[src/rtl/fetch_stage.sv]
// Fetch stage + IF/ID register: one outstanding imem request, IF/ID valid two edges after REQ with 1-cycle memory.
// Stall parks a returned word in a holding register; redirect flushes IF/ID and drains any in-flight response.
module fetch_stage #(
    parameter int              PC_W     = 9,
    parameter logic [PC_W-1:0] RESET_PC = '0
) (
    input  logic            clk,
    input  logic            rst_n,
    input  logic            stall,
    input  logic            redirect,
    input  logic [PC_W-1:0] redirect_target,
    output logic            imem_req,
    output logic [PC_W-1:0] imem_addr,
    input  logic [31:0]     imem_rdata,
    input  logic            imem_rvalid,
    output logic [31:0]     ifid_instr,
    output logic [PC_W-1:0] ifid_pc,
    output logic            ifid_valid
);
    // ADDI x0,x0,0; all-zero would decode as a load
    localparam logic [31:0] NOP = 32'h0000_0013;

    typedef enum logic [2:0] {S_IDLE, S_REQ, S_WAIT, S_HOLD, S_DRAIN} state_t;

    state_t          r_state, w_state_nxt;
    logic [PC_W-1:0] r_pc, w_pc_nxt;
    logic [PC_W-1:0] r_ifid_pc, w_ifid_pc_nxt;
    logic [31:0]     r_hold, w_hold_nxt;
    logic [31:0]     r_instr, w_instr_nxt;
    logic            r_valid, w_valid_nxt;
    logic [PC_W-1:0] w_pc_inc;
    logic [PC_W-1:0] w_target;
    logic            w_unused_tgt_lsb;

    assign w_pc_inc         = r_pc + PC_W'(4);
    assign w_target         = {redirect_target[PC_W-1:2], 2'b00};
    assign w_unused_tgt_lsb = ^redirect_target[1:0];

    always_ff @(posedge clk or negedge rst_n) begin
        if (!rst_n) begin
            r_state   <= S_IDLE;
            r_pc      <= RESET_PC;
            r_hold    <= '0;
            r_instr   <= NOP;
            r_ifid_pc <= '0;
            r_valid   <= 1'b0;
        end else begin
            r_state   <= w_state_nxt;
            r_pc      <= w_pc_nxt;
            r_hold    <= w_hold_nxt;
            r_instr   <= w_instr_nxt;
            r_ifid_pc <= w_ifid_pc_nxt;
            r_valid   <= w_valid_nxt;
        end
    end

    always_comb begin
        w_state_nxt   = r_state;
        w_pc_nxt      = r_pc;
        w_hold_nxt    = r_hold;
        w_instr_nxt   = r_instr;
        w_ifid_pc_nxt = r_ifid_pc;
        w_valid_nxt   = r_valid;
        if (redirect) begin
            // A response still owed by memory must be swallowed before re-requesting
            w_pc_nxt    = w_target;
            w_instr_nxt = NOP;
            w_valid_nxt = 1'b0;
            w_hold_nxt  = '0;
            w_state_nxt = ((r_state == S_WAIT || r_state == S_DRAIN) && !imem_rvalid)
                          ? S_DRAIN : S_REQ;
        end else begin
            case (r_state)
                S_IDLE: w_state_nxt = S_REQ;
                S_REQ:  w_state_nxt = S_WAIT;
                S_WAIT: begin
                    if (imem_rvalid) begin
                        if (stall) begin
                            w_hold_nxt  = imem_rdata;
                            w_state_nxt = S_HOLD;
                        end else begin
                            w_instr_nxt   = imem_rdata;
                            w_ifid_pc_nxt = r_pc;
                            w_valid_nxt   = 1'b1;
                            w_pc_nxt      = w_pc_inc;
                            w_state_nxt   = S_REQ;
                        end
                    end
                end
                S_HOLD: begin
                    if (!stall) begin
                        w_instr_nxt   = r_hold;
                        w_ifid_pc_nxt = r_pc;
                        w_valid_nxt   = 1'b1;
                        w_pc_nxt      = w_pc_inc;
                        w_state_nxt   = S_REQ;
                    end
                end
                S_DRAIN: begin
                    if (imem_rvalid) w_state_nxt = S_REQ;
                end
                default: w_state_nxt = S_IDLE;
            endcase
        end
    end

    assign imem_req   = (r_state == S_REQ);
    assign imem_addr  = r_pc;
    assign ifid_instr = r_instr;
    assign ifid_pc    = r_ifid_pc;
    assign ifid_valid = r_valid;

endmodule
[config.mk]
export PLATFORM = sky130hd
export DESIGN_NAME = fetch_stage
export DESIGN_NICKNAME = d
export VERILOG_FILES = /design/src/rtl/fetch_stage.sv
export SDC_FILE = /design/constraint.sdc
export NUM_CORES = 1
export LEC_CHECK = 0
export CELL_PAD_IN_SITES_DETAIL_PLACEMENT = 0
export CELL_PAD_IN_SITES_GLOBAL_PLACEMENT = 1
export CORE_AREA = 2 2 92 116
export CTS_CLUSTER_SIZE = 24
export DETAILED_ROUTE_END_ITERATION = 10
export DIE_AREA = 0 0 94 118
export PLACE_DENSITY_LB_ADDON = 0.05
export SLEW_MARGIN = 20
export SYNTH_ARGS = -nofsm -noshare
export SYNTH_HDL_FRONTEND = slang
export SYNTH_SLANG_ARGS = --single-unit
[constraint.sdc]
create_clock -name clk -period 2.9 [get_ports clk]
set_clock_uncertainty 0.1 [all_clocks]
set_input_delay 0.29 -clock clk [delete_from_list [all_inputs] [get_ports clk]]
set_output_delay 0.29 -clock clk [all_outputs]
set_load 0.05 [all_outputs]
Word level (Yosys, flattened, before mapping)
Cells that the tools add are included.

storage, ports and cells
  register bits = 86
  output and inout port bits = 52
  word-level logic and storage cells = 58

operators by class
  add/subtract/negate cells = 1
  eq/ne operators = 9
  mux-type cells = 27
  bitwise operators = 1
  reduce and logical (&&, ||, !) cells = 14

operators with widths
  kind                                                              number
  32-bit two-way mux                                                8
  32-bit one-hot mux with 2 select lines                            1
  9-bit two-way mux                                                 5
  9-bit one-hot mux with 2 select lines                             2
  3-bit two-way mux                                                 5
  3-bit one-hot mux with 5 select lines                             1
  3-bit inequality test (second input constant)                     4
  9-bit by 3-bit adder with 9-bit output (second input constant)    1
  3-bit AND reduction                                               3
  2-bit nonzero test                                                4
  3-bit by 2-bit == test with 1-bit output (second input constant)  2
  4-bit AND reduction                                               1
  3-bit by 1-bit == test with 1-bit output (second input constant)  1
  3-bit == test (second input constant)                             1
  3-bit zero test                                                   1
  1-bit two-way mux                                                 3
  3-bit nonzero test                                                1
  2-bit two-way mux                                                 1
  2-bit inequality test (second input constant)                     1
  1-bit one-hot mux with 2 select lines                             1
  2-bit AND reduction                                               1
  1-bit logical AND                                                 1
  1-bit zero test                                                   1
  1-bit logical OR                                                  1
  1-bit NOT                                                         1

Depth between registers and ports, before layout
Gate-level depths: netlist (run 1).

  word-level depth = 5
  gate-level depth with buffers = 6
  gate-level depth less buffers = 4

Least setup slack after synthesis (run 1)
OpenSTA, ideal clock, no wires.

  kind = register to register
  start = register r_pc[2], in the netlist imem_addr[2]
  end = register r_pc[8], in the netlist imem_addr[8]
  setup time = 132 ps
  arrival = 1574 ps
  slack = 1095 ps
  stages on the path, launching flop included = 5
  path through = dfrtp_1 > ha_1 > and4b_1 > a21oi_1 > or3b_1

on the way
  word-level cells in the longest chain between the ends = 5

ends and longest elaborated chain
  item                                        RTL line  source
  start, declared                             26        logic [PC_W-1:0] r_pc, w_pc_nxt;
  start signal, assigned                      49        r_pc <= w_pc_nxt;
  9-bit by 3-bit adder with 9-bit output (*)  35        assign w_pc_inc = r_pc + PC_W'(4);
  9-bit two-way mux (*)                       78, 91
  9-bit two-way mux                           77        if (imem_rvalid) begin
  9-bit one-hot mux with 2 select lines (*)   73        case (r_state)
  9-bit two-way mux (*)                       64        if (redirect) begin

Mark *: on every way between the ends. The rest lies on a longest branch, timed or not. The select of a mux whose other input is x is not followed.
A chain may end at the register's enable or synchronous reset.

Worst setup path in the final report (run 1)
  start = register r_state[1]
  end = output imem_req

on the way
  word-level cells in the longest chain between the ends = 1

ends and longest elaborated chain
  item                                      RTL line  source
  start, declared                           25        state_t r_state, w_state_nxt;
  start signal, assigned                    48        r_state <= w_state_nxt;
  3-bit by 1-bit == test with 1-bit output  107       assign imem_req = (r_state == S_REQ);
  end, declared                             12        output logic imem_req,

Every way passes these cells.

==> results of run 1 <==
## report_power, final
part           total [mW]  switching, mW  internal [mW]
Sequential           1.37         0.0948           1.27
Combinational        1.24          0.790          0.450
Clock                1.23          0.456          0.772
Total                3.83           1.34           2.49
## final cells by class
cell class              count  area (sq um)
inverters                   3         11.26
clock buffers              10         239.0
flip-flops and latches     82          2057
clock inverters             6         80.08
repair buffers            109          1054
well taps                 129         161.4
multi-input cells         267          1729
fillers                   944          4672
## per-stage QoR
| step | hold WS (ps) | instance area (sq um) | power (mW) | instances |
|---|---|---|---|---|
| after detailed placement | 301.3 | 5002 | 2.636 | 589 |
| after floorplan | -105.6 | 4029 | 2.203 | 398 |
| after global placement | 303.3 | 5002 | 2.624 | 589 |
| final | 345.3 | 5331 | 3.833 | 606 |
| after CTS | 341.9 | 5331 | 3.868 | 606 |
| after global routing | 356.6 | 5331 | 4.005 | 606 |
## synthesized netlist by cell type (all sizes together), types with 4 or more instances
cell type,count
mux2,7
a211oi,30
clkbuf,16
nor2b,4
buf,30
a21oi,63
nand3,37
dfrtp,79
mux2i,32
nor2,8
nand4,5
o21ai,37
nand2,9
## cells by family after synthesis
| group | synth area share |
|---|---|
| simple gates | 0.1071 |
| fa+ha+maj | 0.003114 |
| mux | 0.09935 |
| flops | 0.5117 |
| buf+inv | 0.06571 |
| compound gates | 0.2121 |
| other cells | 0.0009334 |
## layout by cell type (no fill, tap or decap), types with 2 or more instances in the layout
| master | netlist | layout |
|---|---|---|
| sky130_fd_sc_hd__conb_1 | 1 | 4 |
| sky130_fd_sc_hd__o21ai_0 | 32 | 32 |
| sky130_fd_sc_hd__nor2b_1 | 4 | 3 |
| sky130_fd_sc_hd__mux2i_1 | 32 | 32 |
| sky130_fd_sc_hd__clkinv_2 | 0 | 4 |
| sky130_fd_sc_hd__dfrtp_1 | 79 | 78 |
| sky130_fd_sc_hd__nand3_1 | 37 | 37 |
| sky130_fd_sc_hd__o21ai_1 | 5 | 5 |
| sky130_fd_sc_hd__bufinv_16 | 0 | 2 |
| sky130_fd_sc_hd__o311ai_0 | 3 | 3 |
| sky130_fd_sc_hd__a21oi_1 | 63 | 63 |
| sky130_fd_sc_hd__o211ai_1 | 3 | 3 |
| sky130_fd_sc_hd__mux2_2 | 5 | 5 |
| sky130_fd_sc_hd__dfstp_2 | 3 | 3 |
| sky130_fd_sc_hd__nand2_1 | 9 | 9 |
| sky130_fd_sc_hd__inv_1 | 3 | 3 |
| sky130_fd_sc_hd__mux2_1 | 2 | 2 |
| sky130_fd_sc_hd__nor2_1 | 8 | 7 |
| sky130_fd_sc_hd__clkdlybuf4s50_1 | 0 | 89 |
| sky130_fd_sc_hd__a211oi_1 | 30 | 30 |
| sky130_fd_sc_hd__nand2b_1 | 3 | 3 |
| sky130_fd_sc_hd__clkbuf_16 | 0 | 9 |
| sky130_fd_sc_hd__nand4_1 | 5 | 5 |
| sky130_fd_sc_hd__buf_4 | 14 | 17 |
## sequential cells by signal (all words and copies together), names as in the netlist
register	cells
r_state	3
imem_addr	7
ifid_valid	1
ifid_instr	32
ifid_pc	7
r_hold	32
## routing by layer
| metal | vias to the layer above | GRT usage |
|---|---|---|
| met5 | - | 0 |
| met4 | 0 | 0.06431 |
| met3 | 11 | 0.04609 |
| met2 | 83 | 0.3272 |
| met1 | 1691 | 0.2766 |
| li1 | 1601 | - |
## worst min-delay path by stage
stage,slack [ps],startpoint,endpoint
global placement,300,rst_n,r_hold[4]
detailed placement,300,rst_n,r_hold[4]
global route,360,redirect,ifid_pc[4]
finish,350,redirect,ifid_pc[6]
floorplan,-110,rst_n,ifid_instr[10]
CTS,340,redirect,ifid_pc[6]
## critical path: stages, from the launching register on
cell                              delay, ps
sky130_fd_sc_hd__dfrtp_1                480
sky130_fd_sc_hd__nand2b_1               220
sky130_fd_sc_hd__nor2_1                 140
sky130_fd_sc_hd__clkdlybuf4s50_1        820
## what timing repair did
| action | CTS | global route |
|---|---|---|
| hold endpoints to repair | 51 | 0 |
| hold buffers | 1 | 0 |
| gates resized for setup | 0 | 0 |
==> results.rst, run 1 <==
.. list-table::
   :header-rows: 1

   * - Metric
     - Value
   * - Inserted Clock Buffers
     - 9
   * - Max_cap viols
     - 0
   * - Antenna violations before repair
     - 0
   * - Cell area after synthesis
     - 4018 sq um
   * - Clock slew at reported path FFs
     - 60 ps
   * - Final setup vio count
     - 0
   * - Synthesized area per cell
     - 10.17 sq um
   * - Site row count
     - 41
   * - Synthesis-to-layout area growth
     - 32.70%
   * - Met1 Routed Length
     - 4796 um
   * - Total setup buffers inserted after CTS
     - 0
   * - First DRT Iteration DRCs
     - 158
   * - Launching point of the worst reg2reg path
     - r_state[0]
   * - Overall track demand over capacity in global routing
     - 0.2052
   * - Largest vdd supply drop
     - 0.3405 mV
   * - Grt ovf
     - 0
   * - Startpoint type of the worst setup path
     - register
   * - Total wirelength of the detailed-routed design
     - 10910 um
   * - Transition time at the pin with the least slew margin
     - 999.9 ps
   * - Vert. Die Dim
     - 118 um
   * - Met2 WL
     - 5390 um
   * - Largest net degree at the start of global routing
     - 56
   * - Overall die area
     - 11090 sq um
   * - Number of routed nets with antenna violations
     - 0
   * - Yosys reg bits
     - 82
   * - Fin. max-slew vios
     - 0
   * - Total half-perimeter wirelength after legalization and detailed placement
     - 6867 um
   * - Number of cells traversed by the worst hold path
     - 3
   * - Via Count
     - 3386
   * - Cell accounting for the most synthesized area
     - sky130_fd_sc_hd__dfrtp_1
   * - Share of flip-flops with an asynchronous set or reset
     - 1.000
   * - Main area contributors after synthesis
     - sky130_fd_sc_hd__dfrtp_1 49%, sky130_fd_sc_hd__mux2i_1 8.0%, sky130_fd_sc_hd__a21oi_1 7.8%
   * - Post-layout nets
     - 519
   * - Final worst-path cycle share
     - 0.8242
   * - Critical Path End Type
     - primary output
   * - Portion of the post-synthesis area used by sequential elements
     - 0.5117
   * - Destination of the critical timing path
     - imem_req
   * - Source of the critical timing path
     - r_state[1]
   * - Clock Latency Late Sink
     - 330 ps
   * - EDFF count, synth
     - 0
   * - Port Buffers
     - 91
   * - Global-route wire length before repair
     - 17910 um
   * - Level count of the clock H-tree
     - 3
   * - Number of global-route vias before repair
     - 3478
   * - Area share of the leading cell type in the synthesized netlist
     - 0.4921
   * - Top layer used by detailed routing
     - met4
   * - Arrival time at the worst endpoint
     - 2000 ps
   * - Horizontal extent of the die
     - 94 um
   * - Startpoint-to-endpoint class of the critical path
     - reg -> out
   * - Buffer depth of the longest clock path
     - 2
   * - Placeable core region
     - 10000 sq um
   * - DRC violation count after routing
     - 0
   * - Final hold violation count
     - 0
   * - Root Driver
     - sky130_fd_sc_hd__clkbuf_16
   * - Standby leakage power
     - 2.238 nW
   * - Maximum fanout along the worst path
     - 11
   * - TritonCTS clock tree
     - built
   * - Reg-to-reg critical path endpoint
     - r_hold[14]
   * - Required time at the worst-slack endpoint
     - 2510 ps
   * - Warnings from Yosys
     - 0
   * - Slew headroom
     - 0.3327
   * - Starting density of the core
     - 0.4016
   * - Unrepaired setup endpoints after global routing
     - false
   * - Top FF cell, synth
     - sky130_fd_sc_hd__dfrtp_1
   * - Post-Place Setup Slack
     - 679.7 ps
   * - Worst Setup Slack, final
     - 509.9 ps
   * - Total negative slack
     - 0 ps
   * - Detailed-routing iteration count for the pre-antenna-repair pass
     - 4
   * - Via/cell ratio
     - 5.587
   * - Post-DR wirelength/cell
     - 18.01 um
   * - Detailed-routed wire length on met3
     - 562 um
   * - Gp weighted congestion
     - 0.7934
   * - Maximum clock rate
     - 418.4 MHz
   * - Clk sinks
     - 82
   * - Final standard cell utilization of the core
     - 0.5330
   * - Hold/Removal Path Class
     - in -> reg
   * - # diodes
     - 0
   * - Count of mapped cells out of synthesis
     - 395
   * - Synth cell types
     - 46
   * - Worst reg2reg setup slack
     - 890 ps
   * - Min Tclk post-route
     - 2390 ps
   * - Layout cells sized above 1
     - 0.1048
   * - Number of top-level pins
     - 98
   * - Run status
     - finished, final reports clean
   * - PD cells
     - 719.0 nW/um^2
   * - Depth of the most critical reg-to-reg path
     - 5
Power figures use the tool's default switching activity.
==> run 2, diff against run 1 <==
Settings changed: CORE_AREA 2 2 92 116 to 2 2 101 127, DIE_AREA 0 0 94 118 to 0 0 103 129.
Clock period 2.9 ns to 1.9 ns, I/O delays scaled along.
==> run 2 against run 1 <==
Compared with the run above: worst hold slack got worse by 270 ps; sequential share of layout area fell by 0.87 points; non-clock buffer count rose by 9; worst setup slack got worse by 450 ps; flip-flop and latch count did not move; core utilization fell by 8.0 points; cell count rose by 7.1%; clock power rose by 32%; first-iteration DRC count rose by 7.6%.
==> results.rst, run 2 (same netlist as run 1, synthesis figures left out) <==
.. list-table::
   :header-rows: 1

   * - Metric
     - Value
   * - Layout cells sized above 1
     - 0.1340
   * - Clk sinks
     - 82
   * - Via/cell ratio
     - 5.222
   * - Startpoint type of the worst setup path
     - register
   * - Maximum clock rate
     - 542.6 MHz
   * - Root Driver
     - sky130_fd_sc_hd__clkbuf_16
   * - Most common cell after layout, fill and taps aside
     - sky130_fd_sc_hd__clkdlybuf4s50_1
   * - # diodes
     - 0
   * - Standby leakage power
     - 2.287 nW
   * - Vert. Die Dim
     - 129 um
   * - Worst path max stage delay
     - 820 ps
   * - Global-route track usage on met3
     - 0.03313
   * - Total setup buffers inserted after CTS
     - 0
   * - Fin. max-slew vios
     - 0
   * - Largest net degree at the start of global routing
     - 41
   * - Unrepaired setup endpoints after global routing
     - false
   * - Number of global-route vias before repair
     - 3400
   * - Post-Place Setup Slack
     - 72.24 ps
   * - Final worst-path cycle share
     - 0.9701
   * - Gp weighted congestion
     - 0.7930
   * - Starting density of the core
     - 0.3334
   * - Final setup vio count
     - 0
   * - Total power of the final layout
     - 5.699 mW
   * - Required time at the worst-slack endpoint
     - 1610 ps
   * - Crit path max-delay cell type
     - sky130_fd_sc_hd__clkdlybuf4s50_1
   * - Most crowded layer after global routing
     - met2
   * - Site row count
     - 45
   * - Largest vdd supply drop
     - 0.4053 mV
   * - Met1 GRT Util
     - 0.2410
   * - Final hold violation count
     - 0
   * - Fin Hold WS
     - 74.22 ps
   * - First DRT Iteration DRCs
     - 170
   * - Chain of cells forming the critical path
     - clkdlybuf4s50_1
   * - Total half-perimeter wirelength after legalization and detailed placement
     - 7430 um
   * - Antenna violations before repair
     - 0
   * - Max_cap viols
     - 0
   * - Via Count
     - 3389
   * - Number of routed nets with antenna violations
     - 0
   * - Global Route met2 Usage
     - 0.3025
   * - Detailed-routing iteration count for the pre-antenna-repair pass
     - 5
   * - DRC violation count after routing
     - 0
   * - Slew headroom
     - 0.3313
   * - Hold/Removal Path Class
     - in -> reg
   * - Maximum fanout along the worst path
     - 5
   * - TritonCTS clock tree
     - built
   * - Total wirelength of the detailed-routed design
     - 11480 um
   * - Critical Path End Type
     - primary output
   * - Overall track demand over capacity in global routing
     - 0.1827
   * - Worst Setup Slack, final
     - 56.86 ps
   * - Post-DR wirelength/cell
     - 17.69 um
   * - Arrival time at the worst endpoint
     - 1550 ps
   * - Transition time at the pin with the least slew margin
     - 1002 ps
   * - Clock Latency Late Sink
     - 330 ps
   * - Post-layout nets
     - 528
   * - Level count of the clock H-tree
     - 3
   * - Global-route wire length before repair
     - 18630 um
   * - Buffer depth of the longest clock path
     - 2
   * - PD cells
     - 1045 nW/um^2
   * - Overall die area
     - 13290 sq um
   * - Startpoint-to-endpoint class of the critical path
     - reg -> out
   * - Min Tclk post-route
     - 1843 ps
   * - Total negative slack
     - 0 ps
   * - Grt ovf
     - 0
   * - Synthesis-to-layout area growth
     - 35.75%
   * - Fill count
     - 1206
   * - Run status
     - finished, final reports clean
   * - Inserted Clock Buffers
     - 9
   * - Port Buffers
     - 91
   * - Leading cell types in the layout, fill and taps excluded
     - 80 x sky130_fd_sc_hd__clkdlybuf4s50_1, 78 x sky130_fd_sc_hd__dfrtp_1, 63 x sky130_fd_sc_hd__a21oi_1
   * - Horizontal extent of the die
     - 103 um
   * - Clock slew at reported path FFs
     - 60 ps
   * - Bufs and invs on worst path
     - 1
   * - Family with the most delay on the worst path
     - buffers and inverters
   * - Number of top-level pins
     - 98
   * - Placeable core region
     - 12050 sq um
   * - Final standard cell utilization of the core
     - 0.4526
## run 2: cell count changes in the layout (fill, tap and decap cells not counted), moves of 2 or more
cell                              previous run  this run
sky130_fd_sc_hd__buf_4                      17        26
sky130_fd_sc_hd__buf_12                      1         7
sky130_fd_sc_hd__clkdlybuf4s50_1            89        80
sky130_fd_sc_hd__bufinv_16                   2         0
## run 2: worst paths after layout
| check | start | to | slack (ps) | cells past startpoint |
|---|---|---|---|---|
| setup / recovery | imem_addr[7] | imem_addr[7] | 60 | 1 |
| max in group asynchronous | rst_n | ifid_instr[17] | 820 | 3 |
| setup reg to reg | r_state[0] | r_hold[9] | 160 | 5 |
| hold / removal | imem_rvalid | r_state[2] | 70 | 2 |
| hold reg to reg | ifid_pc[4] | ifid_pc[4] | 390 | 1 |
| min in group asynchronous | rst_n | ifid_pc[8] | 280 | 2 |
## run 2: stage by stage
stage	cells	cell area (sq um)
6_report	649	5454
5_1_grt	649	5454
3_3_place_gp	633	5166
2_1_floorplan	398	4029
4_1_cts	649	5450
3_5_place_dp	633	5166
## run 2: timing repair
item                                    4_1_cts  5_1_grt
endpoints found under the setup margin        2        1
hold buffers                                  1        0
hold endpoints to repair                     36        0
resized for setup                             2        1
## run 2: layout make-up
type                       instances  area, sq um  share of cell area
multi-input combinational        267         1729              0.3170
inverter                           3        11.26            0.002065
clock buffer                      12        256.5             0.04703
clock inverter                     3        15.01            0.002753
sequential                        82         2057              0.3772
timing repair buffer             118         1180              0.2163
tap                              164        205.2             0.03762
## run 2: power by group
part           switching (mW)  leakage (nW)  internal [mW]  total, mW
Sequential              0.132          1.09           1.94       2.07
Clock                   0.675         0.138          0.943       1.62
Combinational            1.25          1.06          0.761       2.01
## run 2: routing by layer
layer	wire, um	vias up
met2	5741	84
met5	0	-
met3	457	9
met1	5140	1682
met4	141	0
li1	-	1614
==> run 3, diff against run 2 <==
Settings changed: PLACE_DENSITY from default to 0.8, PLACE_DENSITY_LB_ADDON 0.05 to default.
==> run 3 against run 2 <==
Compared with the run above: cell count shrank 0.46%; sequential power about the same; largest cell class unchanged; clock-buffer cell count increased by 1; power increased by 2.2%; die area is the same; wire length shrank 2.9%; largest power group unchanged; critical path depth did not move; non-clock buffer count decreased by 3; clock power grew 10%; global-route usage decreased by 1.3 points.
==> results.rst, run 3 (same netlist as run 1, synthesis figures left out) <==
.. list-table::
   :header-rows: 1

   * - Metric
     - Value
   * - Fill count
     - 1165
   * - Total negative slack
     - 0 ps
   * - Crit path max-delay cell type
     - sky130_fd_sc_hd__clkdlybuf4s50_1
   * - Vert. Die Dim
     - 129 um
   * - Internal power
     - 3.783 mW
   * - Number of top-level pins
     - 98
   * - Final hold violation count
     - 0
   * - Final worst-path cycle share
     - 0.9620
   * - Via/cell ratio
     - 5.372
   * - PD cells
     - 1070 nW/um^2
   * - Maximum fanout along the worst path
     - 4
   * - Horizontal extent of the die
     - 103 um
   * - Post-layout nets
     - 525
   * - Sequential cell fraction of total power
     - 0.357
   * - Depth of the most critical reg-to-reg path
     - 4
   * - Launching point of the worst reg2reg path
     - r_state[1]
   * - Total half-perimeter wirelength after legalization and detailed placement
     - 7393 um
   * - Most crowded layer after global routing
     - met2
   * - Site row count
     - 45
   * - Family with the most delay on the worst path
     - buffers and inverters
   * - Root Driver
     - sky130_fd_sc_hd__clkbuf_16
   * - # diodes
     - 0
   * - Net load switching power
     - 2.041 mW
   * - Antenna violations before repair
     - 0
   * - Cell Count, Final, Fillers Out
     - 646
   * - Placeable core region
     - 12050 sq um
   * - Post-DR wirelength/cell
     - 17.25 um
   * - Combinational cell fraction of total power
     - 0.335
   * - Maximum clock rate
     - 547.1 MHz
   * - Max_cap viols
     - 0
   * - Hold/Removal Path Class
     - in -> reg
   * - Bufs and invs on worst path
     - 1
   * - Gp weighted congestion
     - 0.7946
   * - Fin. max-slew vios
     - 0
   * - Final standard cell utilization of the core
     - 0.4518
   * - Startpoint of the lowest-slack hold path
     - redirect
   * - Met1 GRT Util
     - 0.2184
   * - Required time at the worst-slack endpoint
     - 1610 ps
   * - Global Route met2 Usage
     - 0.2807
   * - Largest vdd supply drop
     - 0.5142 mV
   * - Largest net degree at the start of global routing
     - 43
   * - Layout cells sized above 1
     - 0.1328
   * - Most common cell after layout, fill and taps aside
     - sky130_fd_sc_hd__dfrtp_1
   * - Worst path max stage delay
     - 820 ps
   * - Detailed-routing iteration count for the pre-antenna-repair pass
     - 4
   * - Inserted Clock Buffers
     - 9
   * - Total wirelength of the detailed-routed design
     - 11140 um
   * - Global-route wire length before repair
     - 17460 um
   * - DRC violation count after routing
     - 0
   * - Clock slew at reported path FFs
     - 60 ps
   * - Final setup vio count
     - 0
   * - Level count of the clock H-tree
     - 3
   * - Placed insts
     - 630
   * - Port Buffers
     - 91
   * - Unrepaired setup endpoints after global routing
     - false
   * - Slew headroom
     - 0.6476
   * - Critical Path End Type
     - primary output
   * - First DRT Iteration DRCs
     - 160
   * - Reg-to-reg critical path endpoint
     - r_state[0]
   * - Overall die area
     - 13290 sq um
   * - Overall track demand over capacity in global routing
     - 0.1700
   * - Relative contribution of the clock network to total power
     - 0.308
   * - Chain of cells forming the critical path
     - clkdlybuf4s50_1
   * - Global-route track usage on met3
     - 0.03096
   * - Clock Latency Late Sink
     - 340 ps
   * - TritonCTS clock tree
     - built
   * - Source of the critical timing path
     - imem_addr[8]
   * - Min Tclk post-route
     - 1828 ps
   * - Standby leakage power
     - 2.296 nW
   * - Startpoint-to-endpoint class of the critical path
     - reg -> out
   * - Net switching share of the total power
     - 0.3504
   * - Number of routed nets with antenna violations
     - 0
   * - Number of global-route vias before repair
     - 3379
   * - Via Count
     - 3470
   * - Clk sinks
     - 82
   * - Grt ovf
     - 0
   * - Synthesis-to-layout area growth
     - 35.50%
   * - Worst reg2reg setup slack
     - 260 ps
   * - Starting density of the core
     - 0.3334
   * - Buffer depth of the longest clock path
     - 2
   * - Transition time at the pin with the least slew margin
     - 526.9 ps
   * - Terminating pin of the worst hold path
     - imem_addr[2]
   * - Number of cells traversed by the worst hold path
     - 2
   * - Run status
     - finished, final reports clean
   * - Leading cell types in the layout, fill and taps excluded
     - 78 x sky130_fd_sc_hd__dfrtp_1, 76 x sky130_fd_sc_hd__clkdlybuf4s50_1, 63 x sky130_fd_sc_hd__a21oi_1
   * - Startpoint type of the worst setup path
     - register
   * - Arrival time at the worst endpoint
     - 1540 ps
-- run 3: metrics by stage --
step	instance area [sq um]	worst slack [ps]	hold WS, ps	total power [mW]
CTS	5441	46.96	144.8	5.874
global placement	5129	116.4	72.85	4.045
floorplan	4029	94.75	-205.6	3.363
finish	5444	72.13	163.7	5.824
detailed placement	5129	78.26	77.17	4.074
global route	5444	36.50	191.6	6.075
-- run 3: worst max path at each step --
stage	cells past startpoint	end
finish	1	imem_addr[8]
global route	1	imem_addr[8]
CTS	1	imem_addr[7]
detailed placement	5	imem_addr[5]
global placement	5	imem_addr[6]
floorplan	4	imem_addr[8]
-- run 3: repair_timing --
action	in CTS	in global routing
gates resized for setup	2	1
hold buffers	1	0
endpoints found under the setup margin	2	1
setup buffers	0	0
endpoints found under the hold margin	32	0
-- run 3: layer usage --
layer / share of wire / wire, um / up-vias
li1: - / - / 1616
met1: 0.44 / 4940 / 1747
met2: 0.49 / 5462 / 96
met3: 0.047 / 520 / 11
met4: 0.020 / 219 / 0
met5: 0 / 0 / -
-- run 3: power by group through the flow --
| stage | sequential [mW] | clock [mW] | combinational [mW] |
|---|---|---|---|
| 2_1_floorplan | 2.67 | 0 | 0.694 |
| 5_1_grt | 2.10 | 1.90 | 2.07 |
| 4_1_cts | 2.08 | 1.83 | 1.96 |
| 3_5_place_dp | 2.11 | 0 | 1.96 |
| 3_3_place_gp | 2.10 | 0 | 1.94 |
| 6_report | 2.08 | 1.79 | 1.95 |
-- run 3: final cells by class --
class	count	area, sq um	share of cell area
clock buffers	13	270.3	0.04964
clock inverters	2	35.03	0.006435
inverters	3	11.26	0.002068
multi-input cells	267	1729	0.3176
flip-flops and latches	82	2057	0.3778
well taps	164	205.2	0.03769
repair buffers	115	1136	0.2087
